<file path="src/rtl/and_gate_tester.sv">
// Exhaustive stimulus generator and checker for an N-input AND gate.
// Walks x through every vector in ascending order, samples z after a settle window and tallies mismatches.
module and_gate_tester #(
  parameter int N      = 2,
  parameter int SETTLE = 1
) (
  input  logic         clock,
  input  logic         reset_,
  input  logic         start,
  input  logic         z,
  output logic [N-1:0] x,
  output logic         busy,
  output logic         done,
  output logic         pass,
  output logic [N:0]   err_count,
  output logic [N-1:0] fail_vec,
  output logic         fail_valid
);

  typedef enum logic [1:0] {IDLE, RUN, DONE} state_t;

  localparam logic [3:0]   SETTLE_C = 4'(SETTLE);
  localparam logic [N-1:0] ALL_ONES = '1;

  state_t       state_q;
  logic [3:0]   cnt_q;
  logic [N-1:0] x_q;
  logic         busy_q;
  logic         done_q;
  logic         pass_q;
  logic [N:0]   err_q;
  logic [N-1:0] fail_vec_q;
  logic         fail_valid_q;

  logic         exp_z;
  logic         mismatch;
  logic [N:0]   err_d;

  // An unknown or floating z never matches the truth table, so it is counted as a failure.
  always_comb begin
    exp_z    = &x_q;
    mismatch = (z === exp_z) ? 1'b0 : 1'b1;
    err_d    = err_q + (N+1)'(mismatch);
  end

  always_ff @(posedge clock or negedge reset_) begin
    if (!reset_) begin
      state_q      <= IDLE;
      cnt_q        <= '0;
      x_q          <= '0;
      busy_q       <= 1'b0;
      done_q       <= 1'b0;
      pass_q       <= 1'b0;
      err_q        <= '0;
      fail_vec_q   <= '0;
      fail_valid_q <= 1'b0;
    end else begin
      case (state_q)
        IDLE, DONE: begin
          if (start) begin
            state_q      <= RUN;
            busy_q       <= 1'b1;
            done_q       <= 1'b0;
            pass_q       <= 1'b0;
            err_q        <= '0;
            fail_vec_q   <= '0;
            fail_valid_q <= 1'b0;
            x_q          <= '0;
            cnt_q        <= SETTLE_C;
          end
        end
        RUN: begin
          if (cnt_q != 4'd0) begin
            cnt_q <= cnt_q - 4'd1;
          end else begin
            err_q <= err_d;
            if (mismatch && !fail_valid_q) begin
              fail_vec_q   <= x_q;
              fail_valid_q <= 1'b1;
            end
            // The all-ones vector is the last one; x never wraps within a run.
            if (x_q == ALL_ONES) begin
              state_q <= DONE;
              busy_q  <= 1'b0;
              done_q  <= 1'b1;
              x_q     <= '0;
              pass_q  <= (err_d == '0);
            end else begin
              x_q   <= x_q + 1'b1;
              cnt_q <= SETTLE_C;
            end
          end
        end
        default: state_q <= IDLE;
      endcase
    end
  end

  assign x          = x_q;
  assign busy       = busy_q;
  assign done       = done_q;
  assign pass       = pass_q;
  assign err_count  = err_q;
  assign fail_vec   = fail_vec_q;
  assign fail_valid = fail_valid_q;

endmodule

</file>
<file path="config.mk">
export PLATFORM = sky130hd
export DESIGN_NAME = and_gate_tester
export DESIGN_NICKNAME = d
export VERILOG_FILES = /design/src/rtl/and_gate_tester.sv
export SDC_FILE = /design/constraint.sdc
export NUM_CORES = 1
export LEC_CHECK = 0
export CORE_MARGIN = 2
export CORE_UTILIZATION = 35
export CTS_CLUSTER_DIAMETER = 80
export DETAILED_ROUTE_END_ITERATION = 10
export GPL_TIMING_DRIVEN = 0
export PLACE_DENSITY = 0.66
export SLEW_MARGIN = 20
export SYNTH_ARGS = -nofsm -noshare
export SYNTH_HDL_FRONTEND = slang
export SYNTH_SLANG_ARGS = --single-unit
</file>
<file path="constraint.sdc">
create_clock -name clock -period 3.05 [get_ports clock]
set_clock_uncertainty 0.2 [all_clocks]
set_input_delay 0.4575 -clock clock [delete_from_list [all_inputs] [get_ports clock]]
set_output_delay 0.4575 -clock clock [all_outputs]
set_load 0.1 [all_outputs]
</file>
-- After elaboration in Yosys (flattened, before gate mapping)
Index checks and enable logic that the tools add are counted.
- latch bits: 0
- bits in registers: 17
- memories kept: 0
- input port bits: 4
- logic and storage cells: 67
- output and inout port bits: 11
- bits in writable memories: 0
- bits in read-only memories: 0
- shift-type cells: 0
- multiply operators: 0
- equal/unequal tests: 9
- magnitude comparators: 0
- divide/modulo/power cells: 0
- muxes and demuxes: 33
- $add $sub $neg: 3
- reductions and logical operators: 13
- bitwise logic cells: 0
- operator list (kind ; number):
    $mux W2 ; 8
    $mux W4 ; 3
    $pmux W2 S2 ; 3
    $mux W1 ; 11
    $reduce_and A3 Y1 ; 3
    $ne A2 B2 Y1 const B ; 4
    $pmux W1 S2 ; 4
    $pmux W4 S2 ; 1
    $reduce_and A4 Y1 ; 2
    $mux W3 ; 2
    $pmux W3 S2 ; 1
    $eq A2 B2 Y1 const B ; 2
    $reduce_bool A4 Y1 ; 1
    $sub A4 B1 Y4 const B ; 1
    $add A3 B1 Y3 ; 1
    $logic_not A3 Y1 ; 1
    $ne A3 B3 Y1 const B ; 1
    $add A2 B1 Y2 const B ; 1
    $eq A2 B1 Y1 const B ; 1
    $logic_not A2 Y1 ; 1
    $reduce_and A2 Y1 ; 1
    $reduce_bool A2 Y1 ; 1
    $reduce_or A2 Y1 ; 1
    $eqx A1 B1 Y1 ; 1
    2 further kinds ; 2

-- Longest topological paths before layout
Gate-level depths: netlist of run 1.
- depth in word-level cells: 8
- mapped depth: 8
- gate-level depth less buffers: 8

-- Least setup slack after synthesis of run 1
OpenSTA, ideal clock, no wires.
- kind: register to register
- start point: reg x_q[0] (netlist: x[0])
- end point: reg pass_q (netlist: pass)
- cell stages (with the launch flop): 9
- required time: 2760 ps
- setup slack: 197 ps
- period minus slack after synthesis: 2853 ps
- path buffers: 0
- library setup time: 90 ps
- arrival time: 2563 ps
- path through: dfrtp_1 ha_1 xnor2_1 inv_1 ha_1 ha_1 nor4b_1 a2bb2oi_1 o221ai_1
- longest elaborated chain between the ends: 8
- elaborated cells between the ends (all ways): 11
- classes of those cells: add/sub: 1; eq/ne: 3; mux: 4; reduce/logical: 3
- ends and longest elaborated chain (what ; RTL line ; source):
    start, declared ; 27 ; logic [N-1:0] x_q;
    start signal, assigned ; 89 ; x_q <= x_q + 1'b1;
    $reduce_and A2 Y1 ; 41 ; exp_z = &x_q;
    $eqx A1 B1 Y1 ; 42 ; mismatch = (z === exp_z) ? 1'b0 : 1'b1;
    $mux W1 ; 42 ;
    $add A3 B1 Y3 ; 43 ; err_d = err_q + (N+1)'(mismatch);
    $logic_not A3 Y1 ; 87 ; pass_q <= (err_d == '0);
    $mux W1 ; 82 ; if (x_q == ALL_ONES) begin
    $mux W1 ; 73 ; if (cnt_q != 4'd0) begin
    $pmux W1 S2 ; 58 ; case (state_q)
    end signal, assigned ; 87 ;
    end, declared ; 30 ; logic pass_q;
Several ways; a longest one is shown, not always the timed one. The select of a mux whose other input is x is not followed.
A chain may end at the register's enable or synchronous reset.

-- Worst setup path in the final report of run 1
- start point: reg x_q[0] (netlist: x[0])
- end point: out x[0]
- RTL lines (what ; RTL line ; source):
    end, declared ; 11 ; output logic [N-1:0] x,
No word-level cell between the ends.

==> results of run 1 <==
logic make-up (layout without fill, tap and decap cells):
group                    Yosys count  count (layout)  share of synthesized area, %
adder cells (fa/ha/maj)            4               4                         5.450
XOR/XNOR                           2               2                         1.908
AND/OR/NAND/NOR                   28              28                         18.80
AO/OA/AOI/OAI                     25              25                         19.75
buffers and inverters              8              26                         4.223
multiplexers                       3               3                         3.542
flip-flops                        17              17                         46.32
per-layer routing:
layer	wire, µm	track usage [%]
met1	906	17.40
met2	863	21.09
met3	100	5.621
met4	0	2.091
met5	0	0
worst paths after layout:
check                        from      endpoint  slack, ps  cells after the start
min                          busy          busy        290                      1
min reg2reg                  busy          busy        290                      1
max in group asynchronous  reset_  err_count[0]       1770                      1
max reg2reg                  x[0]          pass        530                      8
min in group asynchronous  reset_    state_q[0]        400                      1
max                          x[0]          x[0]        520                      1
synth_stat cells (all sizes together):
cell type	n
a21o	2
a22oi	1
or2	2
and2b	1
and3b	1
dfrtp	17
o22ai	1
xnor2	2
nor3b	1
nand3	3
nand4	2
a2bb2oi	1
nor3	2
mux2	2
o31ai	2
nand2	6
o21ai	4
o211ai	6
nand2b	3
buf	2
ha	4
nand3b	1
nor2b	1
nor4b	1
o311ai	3
a22o	1
o221ai	1
mux2i	1
a21oi	3
nor2	4
inv	6
state kept, by name (all words and copies together), names as in the netlist:
register,cells
cnt_q,4
err_count,3
fail_vec,2
state_q,2
x,2
busy,1
done,1
fail_valid,1
pass,1
metrics by stage:
stage	instances	worst slack, ps	area, µm²
2_1_floorplan	87	196.8	918.4
4_1_cts	135	491.6	1122
3_5_place_dp	131	342.9	1096
5_1_grt	135	313.8	1122
6_report	135	515.8	1122
3_3_place_gp	131	388.6	1096
area by class of cell:
| class | instances | area share [%] |
|---|---|---|
| tap | 30 | 3.344 |
| sequential | 17 | 37.90 |
| buffer | 2 | 1.449 |
| inverter | 6 | 2.007 |
| clock buffer | 4 | 2.341 |
| timing repair buffer | 14 | 12.49 |
| multi-input combinational | 62 | 40.47 |
==> results.txt, run 1 <==
Static timing analysis puts the maximum clock frequency at 0.3946 GHz. The first global-routing pass estimated 3277 µm of wire. The area enclosed by the die boundary is 0.003050 mm².

The clock-pin slew of the registers on the worst-case setup and hold paths came out at 100 ps. The clock tree from TritonCTS is built. The tightest min-delay check is of the reg -> reg type.

Counting the fill cells in the layout gives 250. The count of unresolved DRC violations after routing is 0. The number of antenna violations at the first check in global routing was 0.

On the worst path, the slowest cell contributes a delay of 1160 ps. In the final timing run, aggregate negative setup slack is 0 ps. The critical path required time came out at 2390 ps. The first TritonRoute pass finished after 4 iterations. The worst hold slack across all endpoints came out at 289.3 ps. At the later pin of the worst-skew pair, clock insertion delay measures around 290 ps. The share of the cycle needed by the critical path after routing came out at between 80% and 90%. Synthesis instantiated 35 different standard cells from the library. The overall fraction of global-route tracks in use came out at 13.36%. Of the post-synthesis cell area, the dominant cell type holds 46.32%.

The number of post-CTS setup repair buffers came out at 0. By area the synthesized netlist is led by sky130_fd_sc_hd__dfrtp_1 (46%), sky130_fd_sc_hd__ha_1 (5.4%), sky130_fd_sc_hd__o211ai_1 (4.9%). Dividing the detail-routed wire length by the instance count gives about 14 µm. The standard-cell row count is 18. The total inserted antenna cells is 0. The leading cell type in the layout, fill and taps excluded is sky130_fd_sc_hd__dfrtp_1. Broken down by cell family, the worst path's largest delay share belongs to buffers and inverters. Hold repair after CTS inserted 0 buffers. The total number of clock tree sinks is 17. The height of the die came out at about 55 µm. The via count of the first global-routing pass is 716. The share of the core filled with cells came out at ~45%. The area of the core region is 0.002477 mm².

The last weighted congestion value of the routability-driven placer is approximately 0.76. Setup repair after global routing left no endpoint under its margin. Max-cap violations in this run came to 0. The run finished with clean final reports. Once detailed placement completed, the half-perimeter wirelength came to 1401 µm. For this run, the number of Yosys warnings is 0. The number of nets in the synthesized netlist is 95. The number of buffers and inverters on the critical path is 1. After synthesis, flip-flops and latches occupy 46.32% of the total area.

The critical-path maximum fanout came out at 5. Subtracting the final worst setup slack from the clock period gives 2534 ps. The register area came out at 425.4 µm². Clock tree synthesis selected as its root buffer the cell sky130_fd_sc_hd__clkbuf_4.

The final layout net count came out at 114. The clock passes through at most 2 buffers. Summing every instance area after synthesis gives 918.4 µm². The gate count of the mapped netlist is 87. The average via count per standard cell is 5.415. The first routing iteration left 8 violations. For this configuration, the core starts out at a cell density of 37.07%.

The endpoint kind of the worst setup timing path is an output port. The arrival time at the worst endpoint is 1880 ps. The transition time of the tightest slew-check pin came out at 972.8 ps.

During placement, the flow inserted port buffers numbering 14. The max-slew violation count came to 0. Summing all multi-input logic gate instances after layout gives around 450 µm². Wires add up to approximately 1900 µm. In this run the horizontal extent of the chip is between 50 and 60 µm. After synthesis the netlist holds a flip-flop and latch count of 17. The master of the slowest instance on the critical path is sky130_fd_sc_hd__clkdlybuf4s50_1. The I/O pin count came out at 15. The area growth from synthesis to final layout came out at 22.21%. The number of hold violations in the final report came out at 0. Entering global routing, the biggest net connects 18 pins.

The number of resized instances in the post-cts repair step came out at 0. The worst slew slack as a fraction of its limit came out at 34.94%. The final number of setup-violating endpoints is 0. The routed via count is 731. In the layout the commonest cells are sky130_fd_sc_hd__dfrtp_1 (17), sky130_fd_sc_hd__clkdlybuf4s50_1 (14), sky130_fd_sc_hd__inv_1 (6), sky130_fd_sc_hd__o211ai_1 (6), sky130_fd_sc_hd__nand2_1 (5). The largest total area in the synthesized netlist belongs to sky130_fd_sc_hd__dfrtp_1. The average size of a mapped cell came out at 10.56 µm². The worst setup path is of the reg -> out kind.

Traced cell by cell, the critical path runs through clkdlybuf4s50_1. The number of levels in the clock H-tree came out at 1. The detail route stage leaves a number of antenna-violating nets equal to 0. The TritonCTS buffer count came out at 3. The global-route congestion overflow total came out at 0. STA classifies the critical path startpoint as a register.

The fraction of final layout cells sized beyond drive strength 1 came out at 10.48%.
Power of run 1 is not shown: default switching activity piles up to over one toggle a cycle in this logic, so the estimate is an artifact.
==> run 2: changes to the inputs <==
PLACE_DENSITY = 0.68   (was 0.66)
clock period = 2 ns   (was 3.05 ns; I/O delays follow)
==> run 2 against run 1 <==
  * The flow now finishes with violations (negative setup slack)
  * Worst hold slack worse by 39 ps
  * Register-to-register slack worse by 570 ps
  * Critical path depth unchanged
  * Count of clock-buffer cells in the layout unchanged
  * Critical path type unchanged
  * Critical endpoint unchanged
==> results.txt, run 2 (same netlist as run 1, synthesis figures left out) <==
The flow ran to the end, but the final reports show violations. The checks that failed: negative setup slack. The area enclosed by the die boundary came to 0.003050 mm² (unchanged). Of the available clock period, the critical path in the final layout requires 103.2%. The count of unresolved DRC violations after routing is 0 (unchanged).

The critical path in this run is classified as reg -> out. The total number of clock tree sinks is 17 (unchanged). The transition time of the tightest slew-check pin was 944.6 ps (-28.23 ps).

The starting density of the core is 37.07% (unchanged). The clock root buffer is sky130_fd_sc_hd__clkbuf_4. The horizontal extent of the die is 55.23 µm (unchanged). The routed via count came out at 744 (+1.8%). The last weighted congestion value of the routability-driven placer is 0.7806 (+2.3%).

Setup repair after global routing could not meet its margin everywhere. The area of the multi-input gates is 538.0 µm² (+18%). The register area is 432.9 µm² (+1.8%). The detailed-placement wirelength estimate is 1426 µm (+1.8%). The total inserted antenna cells came out at 0 (unchanged). The layout filler cell count is 245 (-2.0%).

The max-slew violation count is 0 (unchanged). The count of hold-fix buffers inserted at cts came out at 0 (unchanged). In the layout the commonest cells are sky130_fd_sc_hd__dfrtp_1 (15), sky130_fd_sc_hd__clkdlybuf4s15_2 (9), sky130_fd_sc_hd__o211ai_1 (6).

The number of flip-flops under the largest register name is 4 (unchanged). STA classifies the critical path endpoint as an output port. The wire length of the first global-routing pass came out at 3477 µm (+6.1%). The critical path required time came out at 1500 ps (-890 ps). The arrival time at the worst endpoint was 1560 ps (-320 ps). The final number of setup-violating endpoints is 2 (+2).

TritonCTS built the clock tree. The path class of the tightest hold or removal check is in -> async. The number of maximum-capacitance constraint violations came out at 0 (unchanged).

The wire length reported by the detailed router was 2010 µm (+7.5%). The area growth from synthesis to final layout is 35.29%. Ranked by flip-flop count, first place goes to cnt_q. The clock-pin slew of the registers on the worst-case setup and hold paths came out at 100 ps (about the same). The area of the core region was 0.002477 mm² (unchanged). The buffering stage count on the worst path with inverters included was 1 (unchanged).

The overall fraction of global-route tracks in use is 14.64% (+1.3 points). The I/O pin count is 15 (unchanged). The number of levels in the clock H-tree came out at 1 (unchanged). The worst-case setup margin in the final layout is -63.76 ps (-579.6 ps). The stage delay of the slowest cell on the critical path came out at 820 ps (-340 ps).

The count of port buffers added during placement came out at 14 (unchanged). The maximum clock frequency came out at 0.4846 GHz. The clock latency on the worst-skew pair is 300 ps (about the same). The pin count of the biggest net entering global routing is 18 (unchanged). The wire length per cell after detailed routing came out at 14.57 µm (+5.1%). The TritonCTS buffer count is 3 (unchanged). The master of the slowest instance on the critical path is sky130_fd_sc_hd__clkdlybuf4s15_1. The height of the die is 55.23 µm (unchanged). The number of hold violations in the final report is 0 (unchanged). The standard-cell row count came to 18 (unchanged). The global-route congestion overflow total is 0 (unchanged). The share of the core filled with cells came out at 50.15% (+4.8 points).

The critical-path maximum fanout came to 3 (-2). The time the final worst path needs with I/O delays and setup is slightly above 2000 ps. The number of buffers on the longest clock path was 2 (unchanged). The worst slew slack as a fraction of its limit is 37.27% (+2.3 points). The fraction of final layout cells sized beyond drive strength 1 came out at 31.48% (+21 points). The DRC violation total after the first TritonRoute iteration was 15 (+7).

The number of antenna violations at the first check in global routing came out at 0 (unchanged). The final layout net count was 117 (+2.6%). The first-pass detailed-route iteration total came out at 4 (unchanged). The leading cell type in the layout, fill and taps excluded is sky130_fd_sc_hd__dfrtp_1. The signal on the critical path passes through clkdlybuf4s15_1. The number of routed nets with antenna violations is 0 (unchanged). The kind of cell with the highest combined delay along the critical path is buffers and inverters. The worst setup path is launched from a register.

The average via count per standard cell came out at 5.391 (-0.43%). The via count of the first global-routing pass is 732 (+2.2%).
[run 2: cell types whose count changed in the layout (fill, tap and decap cells not counted), sizes merged]
cell	delta
clkdlybuf4s50	-11
buf	+3
clkdlybuf4s15	+10
clkbuf	+1
[run 2: per-layer routing]
metal / vias to the layer above / share of wire (%) / global-route usage, %
li1: 364 / - / -
met1: 354 / 49 / 19.82
met2: 23 / 45 / 22.28
met3: 3 / 4.6 / 3.513
met4: 0 / 1.5 / 6.272
met5: - / 0 / 0
[run 2: timing repair]
action | CTS | global route
pin swaps | 6 | 5
buffers inserted | 3 | 0
gates resized for setup | 33 | 4
setup endpoints to repair | 12 | 3
[run 2: area by class of cell]
| class | count | share of cell area [%] |
|---|---|---|
| Sequential cell | 17 | 34.84 |
| Tap cell | 30 | 3.021 |
| Buffer | 2 | 1.309 |
| Inverter | 6 | 1.813 |
| Multi-Input combinational cell | 62 | 43.30 |
| Timing Repair Buffer | 17 | 13.60 |
| Clock buffer | 4 | 2.115 |
[run 2: worst reg2reg max path: cells and delay by family, from the launching register on]
| kind | cells | cell delay, ps |
|---|---|---|
| AOI/OAI and AO/OA | 2 | 250 |
| xor gates and xnor gates | 1 | 140 |
| adders and majority gates | 3 | 570 |
| buffers and inverters | 1 | 60 |
| DFF | 1 | 510 |
| and+or+nand+nor | 1 | 240 |
[run 2: final timing paths]
check                        from         end  slack [ps]  cells past startpoint
max                          x[0]        x[0]         -60                      1
min                        reset_  fail_valid         250                      1
max reg2reg                  x[1]        pass         -40                      8
min reg2reg                  busy        busy         280                      1
max in group asynchronous  reset_        x[1]         780                      1
min in group clock           busy        busy         280                      1
[run 2: metrics by stage]
step | setup WS (ps) | setup TNS, ps | hold WS, ps | cells | area (µm²)
3_3_place_gp | -276.0 | -494.4 | 263.8 | 131 | 1154
5_1_grt | -131.8 | -245.7 | 310.9 | 138 | 1242
6_report | -63.76 | -105.7 | 250.0 | 138 | 1242
3_5_place_dp | -296.6 | -553.8 | 270.0 | 131 | 1154
2_1_floorplan | -228.1 | -228.1 | -195.6 | 87 | 975.9
4_1_cts | -139.3 | -262.1 | 273.0 | 138 | 1234
Power of run 2 is left out for the same reason.
